[src/rtl/mem_stage_if.sv]
// mem_stage_if: upstream, memory and write-back signals of the MIPS memory-access stage.
// MEM_STAGE_MISALIGN_TRAP_EN adds the misalign trap signal.
interface mem_stage_if;
  logic        insn_valid;
  logic [0:31] insn;
  logic [0:31] alu_result;
  logic [0:31] rt_data;
  logic [0:31] pc;
  logic [0:31] mem_address;
  logic        mem_wren;
  logic [0:31] mem_data_in;
  logic [0:31] mem_data_out;
  logic        stall;
  logic        wb_valid;
  logic        wb_write_enable;
  logic [4:0]  wb_rd;
  logic [0:31] wb_data;
  logic [0:31] pc_out;
`ifdef MEM_STAGE_MISALIGN_TRAP_EN
  logic        misalign;

  modport master (
    output insn_valid, insn, alu_result, rt_data, pc, mem_data_out,
    input  mem_address, mem_wren, mem_data_in, stall,
    input  wb_valid, wb_write_enable, wb_rd, wb_data, pc_out, misalign
  );
  modport slave (
    input  insn_valid, insn, alu_result, rt_data, pc, mem_data_out,
    output mem_address, mem_wren, mem_data_in, stall,
    output wb_valid, wb_write_enable, wb_rd, wb_data, pc_out, misalign
  );
`else
  modport master (
    output insn_valid, insn, alu_result, rt_data, pc, mem_data_out,
    input  mem_address, mem_wren, mem_data_in, stall,
    input  wb_valid, wb_write_enable, wb_rd, wb_data, pc_out
  );
  modport slave (
    input  insn_valid, insn, alu_result, rt_data, pc, mem_data_out,
    output mem_address, mem_wren, mem_data_in, stall,
    output wb_valid, wb_write_enable, wb_rd, wb_data, pc_out
  );
`endif
endinterface

[src/rtl/mem_stage.sv]
// mem_stage: MIPS memory-access stage (loads, stores with sub-word read-modify-write, write-back).
// Define MEM_STAGE_MISALIGN_TRAP_EN to trap misaligned word/halfword accesses instead of truncating.
module mem_stage #(
  parameter logic [4:0] LINK_REG    = 5'd31,
  parameter bit         SUPPRESS_R0 = 1'b1
) (
  input logic        clock,
  input logic        reset,
  mem_stage_if.slave bus
);
  localparam int unsigned W = 32;

  localparam logic [5:0] OP_RTYPE = 6'h00;
  localparam logic [5:0] OP_JAL   = 6'h03;
  localparam logic [5:0] OP_LB    = 6'h20;
  localparam logic [5:0] OP_LH    = 6'h21;
  localparam logic [5:0] OP_LW    = 6'h23;
  localparam logic [5:0] OP_LBU   = 6'h24;
  localparam logic [5:0] OP_LHU   = 6'h25;
  localparam logic [5:0] OP_SB    = 6'h28;
  localparam logic [5:0] OP_SH    = 6'h29;
  localparam logic [5:0] OP_SW    = 6'h2B;
  localparam logic [5:0] FN_JR    = 6'h08;

  typedef enum logic [1:0] {IDLE = 2'd0, LOAD = 2'd1, RMW_WR = 2'd2} state_t;
  state_t state, state_n;

  logic [5:0]   op, funct;
  logic [4:0]   rt, rd;
  logic [0:W-1] aligned;
  logic         misaligned;
  logic [5:0]   op_q;
  logic [1:0]   off_q;
  logic [0:W-1] addr_q, pc_q;
  logic [15:0]  st_q;
  logic [4:0]   rt_q;
  logic         capture, retire_n, we_n;
  logic [4:0]   rd_n;
  logic [0:W-1] data_n, pc_n;
  logic         unused_bits;

  assign op          = bus.insn[0:5];
  assign rt          = bus.insn[11:15];
  assign rd          = bus.insn[16:20];
  assign funct       = bus.insn[26:31];
  assign aligned     = {bus.alu_result[0:29], 2'b00};
  assign unused_bits = ^{bus.insn[6:10], bus.insn[21:25]};

`ifdef MEM_STAGE_MISALIGN_TRAP_EN
  assign misaligned = (((op == OP_LW) || (op == OP_SW)) && (bus.alu_result[30:31] != 2'b00)) ||
                      (((op == OP_LH) || (op == OP_LHU) || (op == OP_SH)) && bus.alu_result[31]);
`else
  assign misaligned = 1'b0;
`endif

  // Big-endian lane extraction: byte offset 0 is bits [0:7].
  function automatic logic [0:W-1] load_lane(input logic [5:0] op_i, input logic [1:0] off,
                                             input logic [0:W-1] word);
    logic [7:0]  b;
    logic [15:0] h;
    case (off)
      2'd0:    b = word[0:7];
      2'd1:    b = word[8:15];
      2'd2:    b = word[16:23];
      default: b = word[24:31];
    endcase
    h = off[1] ? word[16:31] : word[0:15];
    case (op_i)
      OP_LB:   load_lane = {{24{b[7]}}, b};
      OP_LBU:  load_lane = {24'd0, b};
      OP_LH:   load_lane = {{16{h[15]}}, h};
      OP_LHU:  load_lane = {16'd0, h};
      default: load_lane = word;
    endcase
  endfunction

  function automatic logic [0:W-1] merge_lane(input logic [5:0] op_i, input logic [1:0] off,
                                              input logic [0:W-1] word, input logic [15:0] st);
    logic [0:W-1] w;
    w = word;
    if (op_i == OP_SH) begin
      if (off[1]) w[16:31] = st;
      else        w[0:15]  = st;
    end else begin
      case (off)
        2'd0:    w[0:7]   = st[7:0];
        2'd1:    w[8:15]  = st[7:0];
        2'd2:    w[16:23] = st[7:0];
        default: w[24:31] = st[7:0];
      endcase
    end
    merge_lane = w;
  endfunction

  // Next state, memory strobes and next write-back values.
  always_comb begin
    state_n         = state;
    bus.mem_address = '0;
    bus.mem_wren    = 1'b0;
    bus.mem_data_in = '0;
    bus.stall       = 1'b0;
    capture         = 1'b0;
    retire_n        = 1'b0;
    we_n            = 1'b0;
    rd_n            = bus.wb_rd;
    data_n          = bus.wb_data;
    pc_n            = bus.pc_out;
    case (state)
      IDLE: begin
        if (bus.insn_valid) begin
          if (misaligned) begin
            retire_n = 1'b1;
            pc_n     = bus.pc;
          end else begin
            case (op)
              OP_LB, OP_LH, OP_LW, OP_LBU, OP_LHU: begin
                bus.mem_address = aligned;
                bus.stall       = 1'b1;
                capture         = 1'b1;
                state_n         = LOAD;
              end
              OP_SB, OP_SH: begin
                bus.mem_address = aligned;
                bus.stall       = 1'b1;
                capture         = 1'b1;
                state_n         = RMW_WR;
              end
              OP_SW: begin
                bus.mem_address = aligned;
                bus.mem_wren    = 1'b1;
                bus.mem_data_in = bus.rt_data;
                retire_n        = 1'b1;
                pc_n            = bus.pc;
              end
              OP_RTYPE: begin
                retire_n = 1'b1;
                pc_n     = bus.pc;
                if (funct != FN_JR) begin
                  we_n   = 1'b1;
                  rd_n   = rd;
                  data_n = bus.alu_result;
                end
              end
              OP_JAL: begin
                retire_n = 1'b1;
                pc_n     = bus.pc;
                we_n     = 1'b1;
                rd_n     = LINK_REG;
                data_n   = bus.pc + W'(8);
              end
              default: begin
                retire_n = 1'b1;
                pc_n     = bus.pc;
                // Immediate ALU group 0x08-0x0F writes rt; everything else retires silently.
                if (op[5:3] == 3'b001) begin
                  we_n   = 1'b1;
                  rd_n   = rt;
                  data_n = bus.alu_result;
                end
              end
            endcase
          end
        end
      end
      LOAD: begin
        bus.mem_address = addr_q;
        retire_n        = 1'b1;
        we_n            = 1'b1;
        rd_n            = rt_q;
        data_n          = load_lane(op_q, off_q, bus.mem_data_out);
        pc_n            = pc_q;
        state_n         = IDLE;
      end
      RMW_WR: begin
        bus.mem_address = addr_q;
        bus.mem_wren    = 1'b1;
        bus.mem_data_in = merge_lane(op_q, off_q, bus.mem_data_out, st_q);
        retire_n        = 1'b1;
        pc_n            = pc_q;
        state_n         = IDLE;
      end
      default: state_n = IDLE;
    endcase
    // A write must never leak out while reset is asserted.
    if (reset) begin
      bus.mem_address = '0;
      bus.mem_wren    = 1'b0;
      bus.mem_data_in = '0;
      bus.stall       = 1'b0;
    end
  end

  always_ff @(posedge clock or posedge reset) begin
    if (reset) begin
      state               <= IDLE;
      op_q                <= '0;
      off_q               <= '0;
      addr_q              <= '0;
      st_q                <= '0;
      rt_q                <= '0;
      pc_q                <= '0;
      bus.wb_valid        <= 1'b0;
      bus.wb_write_enable <= 1'b0;
      bus.wb_rd           <= '0;
      bus.wb_data         <= '0;
      bus.pc_out          <= '0;
`ifdef MEM_STAGE_MISALIGN_TRAP_EN
      bus.misalign        <= 1'b0;
`endif
    end else begin
      state <= state_n;
      if (capture) begin
        op_q   <= op;
        off_q  <= bus.alu_result[30:31];
        addr_q <= aligned;
        st_q   <= bus.rt_data[16:31];
        rt_q   <= rt;
        pc_q   <= bus.pc;
      end
      bus.wb_valid        <= retire_n;
      bus.wb_write_enable <= we_n && !(SUPPRESS_R0 && (rd_n == 5'd0));
      bus.wb_rd           <= rd_n;
      bus.wb_data         <= data_n;
      bus.pc_out          <= pc_n;
`ifdef MEM_STAGE_MISALIGN_TRAP_EN
      bus.misalign        <= (state == IDLE) && bus.insn_valid && misaligned;
`endif
    end
  end
endmodule

[src/flat_wrapper.sv]
// flat-port wrapper written by rule: the top's interface ports become plain ports
module mem_stage_flat 
#(
  parameter logic [4:0] LINK_REG    = 5'd31,
  parameter bit         SUPPRESS_R0 = 1'b1
)
  (clock, reset, bus_insn_valid, bus_insn, bus_alu_result, bus_rt_data, bus_pc, bus_mem_data_out, bus_mem_address, bus_mem_wren, bus_mem_data_in, bus_stall, bus_wb_valid, bus_wb_write_enable, bus_wb_rd, bus_wb_data, bus_pc_out);
  mem_stage_if bus_i ();
  input logic clock;
  input logic reset;
  input wire logic [$bits(bus_i.insn_valid)-1:0] bus_insn_valid;
  input wire logic [$bits(bus_i.insn)-1:0] bus_insn;
  input wire logic [$bits(bus_i.alu_result)-1:0] bus_alu_result;
  input wire logic [$bits(bus_i.rt_data)-1:0] bus_rt_data;
  input wire logic [$bits(bus_i.pc)-1:0] bus_pc;
  input wire logic [$bits(bus_i.mem_data_out)-1:0] bus_mem_data_out;
  output wire logic [$bits(bus_i.mem_address)-1:0] bus_mem_address;
  output wire logic [$bits(bus_i.mem_wren)-1:0] bus_mem_wren;
  output wire logic [$bits(bus_i.mem_data_in)-1:0] bus_mem_data_in;
  output wire logic [$bits(bus_i.stall)-1:0] bus_stall;
  output wire logic [$bits(bus_i.wb_valid)-1:0] bus_wb_valid;
  output wire logic [$bits(bus_i.wb_write_enable)-1:0] bus_wb_write_enable;
  output wire logic [$bits(bus_i.wb_rd)-1:0] bus_wb_rd;
  output wire logic [$bits(bus_i.wb_data)-1:0] bus_wb_data;
  output wire logic [$bits(bus_i.pc_out)-1:0] bus_pc_out;
  assign bus_i.insn_valid = bus_insn_valid;
  assign bus_i.insn = bus_insn;
  assign bus_i.alu_result = bus_alu_result;
  assign bus_i.rt_data = bus_rt_data;
  assign bus_i.pc = bus_pc;
  assign bus_i.mem_data_out = bus_mem_data_out;
  assign bus_mem_address = bus_i.mem_address;
  assign bus_mem_wren = bus_i.mem_wren;
  assign bus_mem_data_in = bus_i.mem_data_in;
  assign bus_stall = bus_i.stall;
  assign bus_wb_valid = bus_i.wb_valid;
  assign bus_wb_write_enable = bus_i.wb_write_enable;
  assign bus_wb_rd = bus_i.wb_rd;
  assign bus_wb_data = bus_i.wb_data;
  assign bus_pc_out = bus_i.pc_out;
  mem_stage #(.LINK_REG(LINK_REG), .SUPPRESS_R0(SUPPRESS_R0)) u_core (.clock(clock), .reset(reset), .bus(bus_i));
endmodule
[config.mk]
export PLATFORM = sky130hd
export DESIGN_NAME = mem_stage_flat
export DESIGN_NICKNAME = d
export VERILOG_FILES = /design/src/rtl/mem_stage_if.sv /design/src/rtl/mem_stage.sv /design/src/flat_wrapper.sv
export SDC_FILE = /design/constraint.sdc
export NUM_CORES = 1
export LEC_CHECK = 0
export ABC_AREA = 1
export CAP_MARGIN = 30
export CORE_MARGIN = 3
export CORE_UTILIZATION = 40
export DETAILED_ROUTE_END_ITERATION = 8
export GPL_ROUTABILITY_DRIVEN = 0
export GPL_TIMING_DRIVEN = 0
export PLACE_DENSITY_LB_ADDON = 0.05
export RECOVER_POWER = 25
export SYNTH_ARGS = -nofsm -noshare
export SYNTH_HDL_FRONTEND = slang
export SYNTH_SLANG_ARGS = --single-unit
[constraint.sdc]
create_clock -name clock -period 9.95 [get_ports clock]
set_clock_uncertainty 0.05 [all_clocks]
set_input_delay 2.985 -clock clock [delete_from_list [all_inputs] [get_ports clock]]
set_output_delay 2.985 -clock clock [all_outputs]
set_load 0.02 [all_outputs]
After elaboration in Yosys (flattened, before gate mapping)
Cells that the tools add are included.
Word-level totals
  output and inout port bits: 137
  register bits after elaboration: 164
  word-level logic and storage cells: 106
  bits of input ports: 163
Operators by class
  muxes and demuxes: 50
  add/sub/neg operators: 1
  reductions and logical operators: 17
  equal/unequal tests: 26
Operator list (number)
  $mux W32: 12
  $pmux W32 S2: 4
  $pmux W32 S4: 1
  $pmux W32 S3: 1
  $eq A6 B6 Y1 const B: 13
  $mux W16: 3
  $add A32 B4 Y32 const B: 1
  $mux W8: 4
  $pmux W8 S3: 1
  $mux W5: 3
  $pmux W5 S3: 1
  $mux W1: 12
  $pmux W5 S2: 1
  $reduce_or A8 Y1: 1
  $reduce_or A7 Y1: 1
  $eq A6 B2 Y1 const B: 1
  $logic_not A6 Y1: 1
  $ne A2 B2 Y1 const B: 3
  $ne A6 B4 Y1 const B: 1
  $pmux W1 S2: 3
  $logic_not A5 Y1: 1
  $reduce_and A5 Y1: 1
  $reduce_or A5 Y1: 1
  $eq A2 B1 Y1 const B: 2
  other kinds (16): 21

Longest topological paths before layout
  depth in word-level cells: 8
  gate-level depth with buffers: 15
  mapped depth without buffers: 15

Worst setup path before layout
Ideal clock, no wire load.
  path kind: input port to output port
  start point: input port bus_insn[30]
  end point: output port bus_stall
  path slack: 2719 ps
  required time: 6915 ps
  stages: 11
  path buffers: 2
  arrival: 4196 ps
  cell sequence: inv_1 -> nand2_1 -> nor2_1 -> nand2_1 -> o21ai_1 -> inv_2 -> nor2_4 -> inv_2 -> buf_4 -> buf_2 -> nor2_1
Between the ends
  cells in the longest elaborated chain, start to end: 6
  elaborated cells on any way between the ends: 12
  those cells by class: eq/ne: 7; mux: 4; reduce/logical: 1
Ends and longest elaborated chain
  from (decl): RTL line flat_wrapper.sv:12  | input wire logic [$bits(bus_i.insn)-1:0] bus_insn;
  $eq A6 B6 Y1: RTL line mem_stage.sv:115  | case (op)
  $reduce_or A7 Y1 (no source line) *
  $mux W1 *: RTL line mem_stage.sv:115
  $mux W1 *: RTL line mem_stage.sv:110  | if (bus.insn_valid) begin
  $mux W1 *: RTL line mem_stage.sv:108  | case (state)
  $mux W1 *: RTL line mem_stage.sv:185  | if (reset) begin
  to (decl): RTL line flat_wrapper.sv:20  | output wire logic [$bits(bus_i.stall)-1:0] bus_stall;
Every way passes the cells marked *; elsewhere a longest branch is shown, timed or not.

Worst setup path in the final report
  start point: input port bus_insn[29]
  end point: output port bus_stall
The elaborated chain is that of the path after synthesis.

==> flow_summary.toml <==
[power_and_ir_drop]
p_int_mw = 2.082
switching_share = 0.4560
p_per_area_nw_per_um2 = 260.4
seqPwrFrac = 0.312
pwr-share-comb = 0.515
p_total_mw = 3.826
clockPowerShare = 0.173
vdd_drop_max_mv = 0.1249
switching_power_mw = 1.745
cellLeakagePower_nw = 6.472

[synthesis]
synth-simple-area-share = 0.3038
synthArstFlopShare = 1.000
ys_ff_latch = 164
yosysWarnings = 0
synth_cell_types = 44
synth_xor_xnor_area_share = 0.004043
synth_top_family_by_area = "simple AND/OR/NAND/NOR gates"
synthMuxAreaShare = 0
syn_inst = 1631
syn_area_um2 = 10830
synth-edff-count = 0
synth_ff_type = "dfrtp_1"
synthAdderAreaFrac = 0.005775
syn_avg_cell_area_um2 = 6.642
synth_compound_gate_area_share = 0.2122
yosysSeqAreaShare = 0.3788

[route]
first_pass_iters = 5
dr.first_iter.drc_count = 1177
drt_wl_total_mm = 43.84
route.detailed.drc = 0
vias_per_cell = 5.524
vias = 12620
routedWlPerCell_um = 19.19
detail-route-antenna-nets = 0

[global_route]
grt_util_met2 = 0.5034
busiest_layer = "met2"
overflow = 0
grt_antenna_before_repair = 0
grt_pass1_wl_mm = 67.41
grt.met3_usage = 0.04459
grt.total_usage = 0.2964
grt_max_degree = 92
met1_usage = 0.3884
grt_pass1_vias = 12010

[clock_tree]
clock_latency_ns = 0.44
cts_setup_buffers = 0
cts_root_buf = "clkbuf_16"
cts.sinks = 164
postCtsHoldBufs = 0
h-tree-depth = 4
numCtsBuffers = 17
clk_path_buf_depth = 2
cts_tree = "done"
path_clk_slew_ns = 0.07
post_cts_resized = 0

[cells_and_area]
drive_gt1_frac = 0.05897
utilization = 0.5575
seqCellArea_um2 = 4104
nFillCells = 2638
syn2layout_area_growth_pct = 35.62
final_common_cell = "nand2_1"
multi_input_area_um2 = 5703
layout_common_cells = "nand2_1, clkdlybuf4s50_1, dfrtp_1, o21ai_0, inv_1"
layout.nets = 2105
diodes = 0

[timing]
tns_ns = 0
worst_slew_margin_rel = -1.192
setup_ws_ns = 1.273
tightest_slew_ns = 3.270
setup_viol = 0
finalHoldViolCount = 0
drv_slew = 167
fmax_ghz = 0.1152
rsz0062_at_grt = "false"
finalCritPeriodShare = 0.8721
min_period_ns = 8.677

[worst_setup_path]
required_ns = 6.92
cp-end-kind = "output pin"
r2r_end = "u_core.bus.pc_out[31]$_DFFE_PP0P_"
cp_max_fo = 10
rr_worst_depth = 8
timing.rr.start = "u_core.state[0]$_DFFE_PP0P_"
crit_path_start_kind = "primary input"
startpoint = "bus_insn[29]"
reg2reg_slack_ns = 6.77
arrival_ns = 5.64
setup.worst_path.class = "primary input to output pin"

[status]
violations = "max-capacitance violations, max-slew violations"
status = "finished with violations"

[worst_hold_path]
hp-class = "register to register"
worst_hold_startpoint = "u_core.addr_q[2]$_DFFE_PP0P_"
hold-path-cell-count = 2
min_to = "u_core.addr_q[2]$_DFFE_PP0P_"

[floorplanning]
fp.dieH_um = 170.6
num_rows = 59
initial_utilization = 0.4111
dieArea_um2 = 29090
core-area_um2 = 26350
die_w_um = 170.6
io_pins = 300

[placed_design]
hpwlAfterDp_mm = 34.89
port_buffers = 285
pre_cts_ws_ns = 1.394

[flow_run]
cap_violations = 2
==> routing by layer <==
| metal | part of all wire | wire, um | up-vias |
|---|---|---|---|
| met5 | 0 | 0 | - |
| met4 | 0.034 | 1489 | 0 |
| met3 | 0.071 | 3109 | 93 |
| met2 | 0.48 | 20880 | 630 |
| met1 | 0.42 | 18370 | 5914 |
| li1 | - | - | 5985 |
==> how the worst max path moves through the flow <==
stage / endpoint / slack, ns / cells past startpoint
after CTS: bus_stall / 1.38 / 12
after detailed placement: bus_mem_data_in[14] / 1.39 / 9
final: bus_stall / 1.27 / 12
after global routing: bus_mem_data_in[11] / 1.13 / 9
after floorplan: u_core.addr_q[0]$_DFFE_PP0P_ / 2.10 / 3
after global placement: u_core.addr_q[3]$_DFFE_PP0P_ / -0.17 / 3
==> power by group through the flow <==
stage / registers, mW / logic [mW] / clock network (mW)
final: 1.19 / 1.97 / 0.661
after global routing: 1.23 / 2.16 / 0.693
after CTS: 1.19 / 1.96 / 0.662
after detailed placement: 1.20 / 1.95 / 0
after global placement: 1.19 / 1.92 / 0
after floorplan: 1.31 / 0.997 / 0
==> cells by family after synthesis <==
logic type                 after synthesis
AOI/OAI and AO/OA                      412
buffers and inverters                  257
DFF                                    164
other                                    1
and+or+nand+nor                        787
xor gates and xnor gates                 5
adders and majority gates                5
==> state kept, by name (all words and copies together) (netlist names) <==
name / count
u_core.off_q: 2
u_core.bus.wb_rd: 5
u_core.bus.wb_write_enable: 1
u_core.addr_q: 30
u_core.rt_q: 5
u_core.bus.wb_data: 32
u_core.st_q: 16
u_core.pc_q: 32
u_core.op_q: 6
u_core.state: 2
u_core.bus.pc_out: 32
u_core.bus.wb_valid: 1
==> area by class of cell <==
cell class | count | area share
Sequential cell | 164 | 0.2793
Clock buffer | 19 | 0.02947
Inverter | 153 | 0.03918
Buffer | 104 | 0.03100
Tap cell | 335 | 0.02853
Timing Repair Buffer | 286 | 0.1945
Multi-Input combinational cell | 1211 | 0.3882
Clock inverter | 13 | 0.009794
==> stage by stage <==
stage | area (um2) | std cells | hold slack [ns]
3_3_place_gp | 14110 | 2252 | 0.4013
3_5_place_dp | 14140 | 2253 | 0.4085
5_1_grt | 14690 | 2285 | 0.4445
6_report | 14690 | 2285 | 0.4226
2_1_floorplan | 10840 | 1632 | 0.3900
4_1_cts | 14720 | 2285 | 0.4249
==> synth_stat cells, drive strengths merged (2+ instances only) <==
master	n	area (um2)
a21oi	98	494.2
o21a	8	60.06
a22o	2	17.52
a31oi	44	275.3
nor2	136	568.0
clkinv	2	7.510
nand3	81	420.4
o22ai	21	131.4
o211ai	29	217.7
or2	5	31.28
nand2	513	1948
ha	5	62.56
inv	151	566.8
dfrtp	164	4104
o21ai	194	974.7
o221ai	2	17.52
nand4	28	175.2
buf	42	222.7
o31ai	6	45.04
nor3	23	141.4
o21bai	3	22.52
a22oi	3	22.52
xor2	4	35.03
clkbuf	62	232.7
==> worst max-delay path: stages <==
cell and delay [ns]:
dlygate4sd3_1 0.68, inv_2 0.09, nor2_1 0.14, nand2_1 0.07, o21ai_1 0.14, inv_2 0.09
nor2_4 0.16, inv_2 0.12, buf_4 0.21, buf_2 0.23, nor2_1 0.12, clkdlybuf4s50_1 0.62
(Power assumes the default switching activity.)
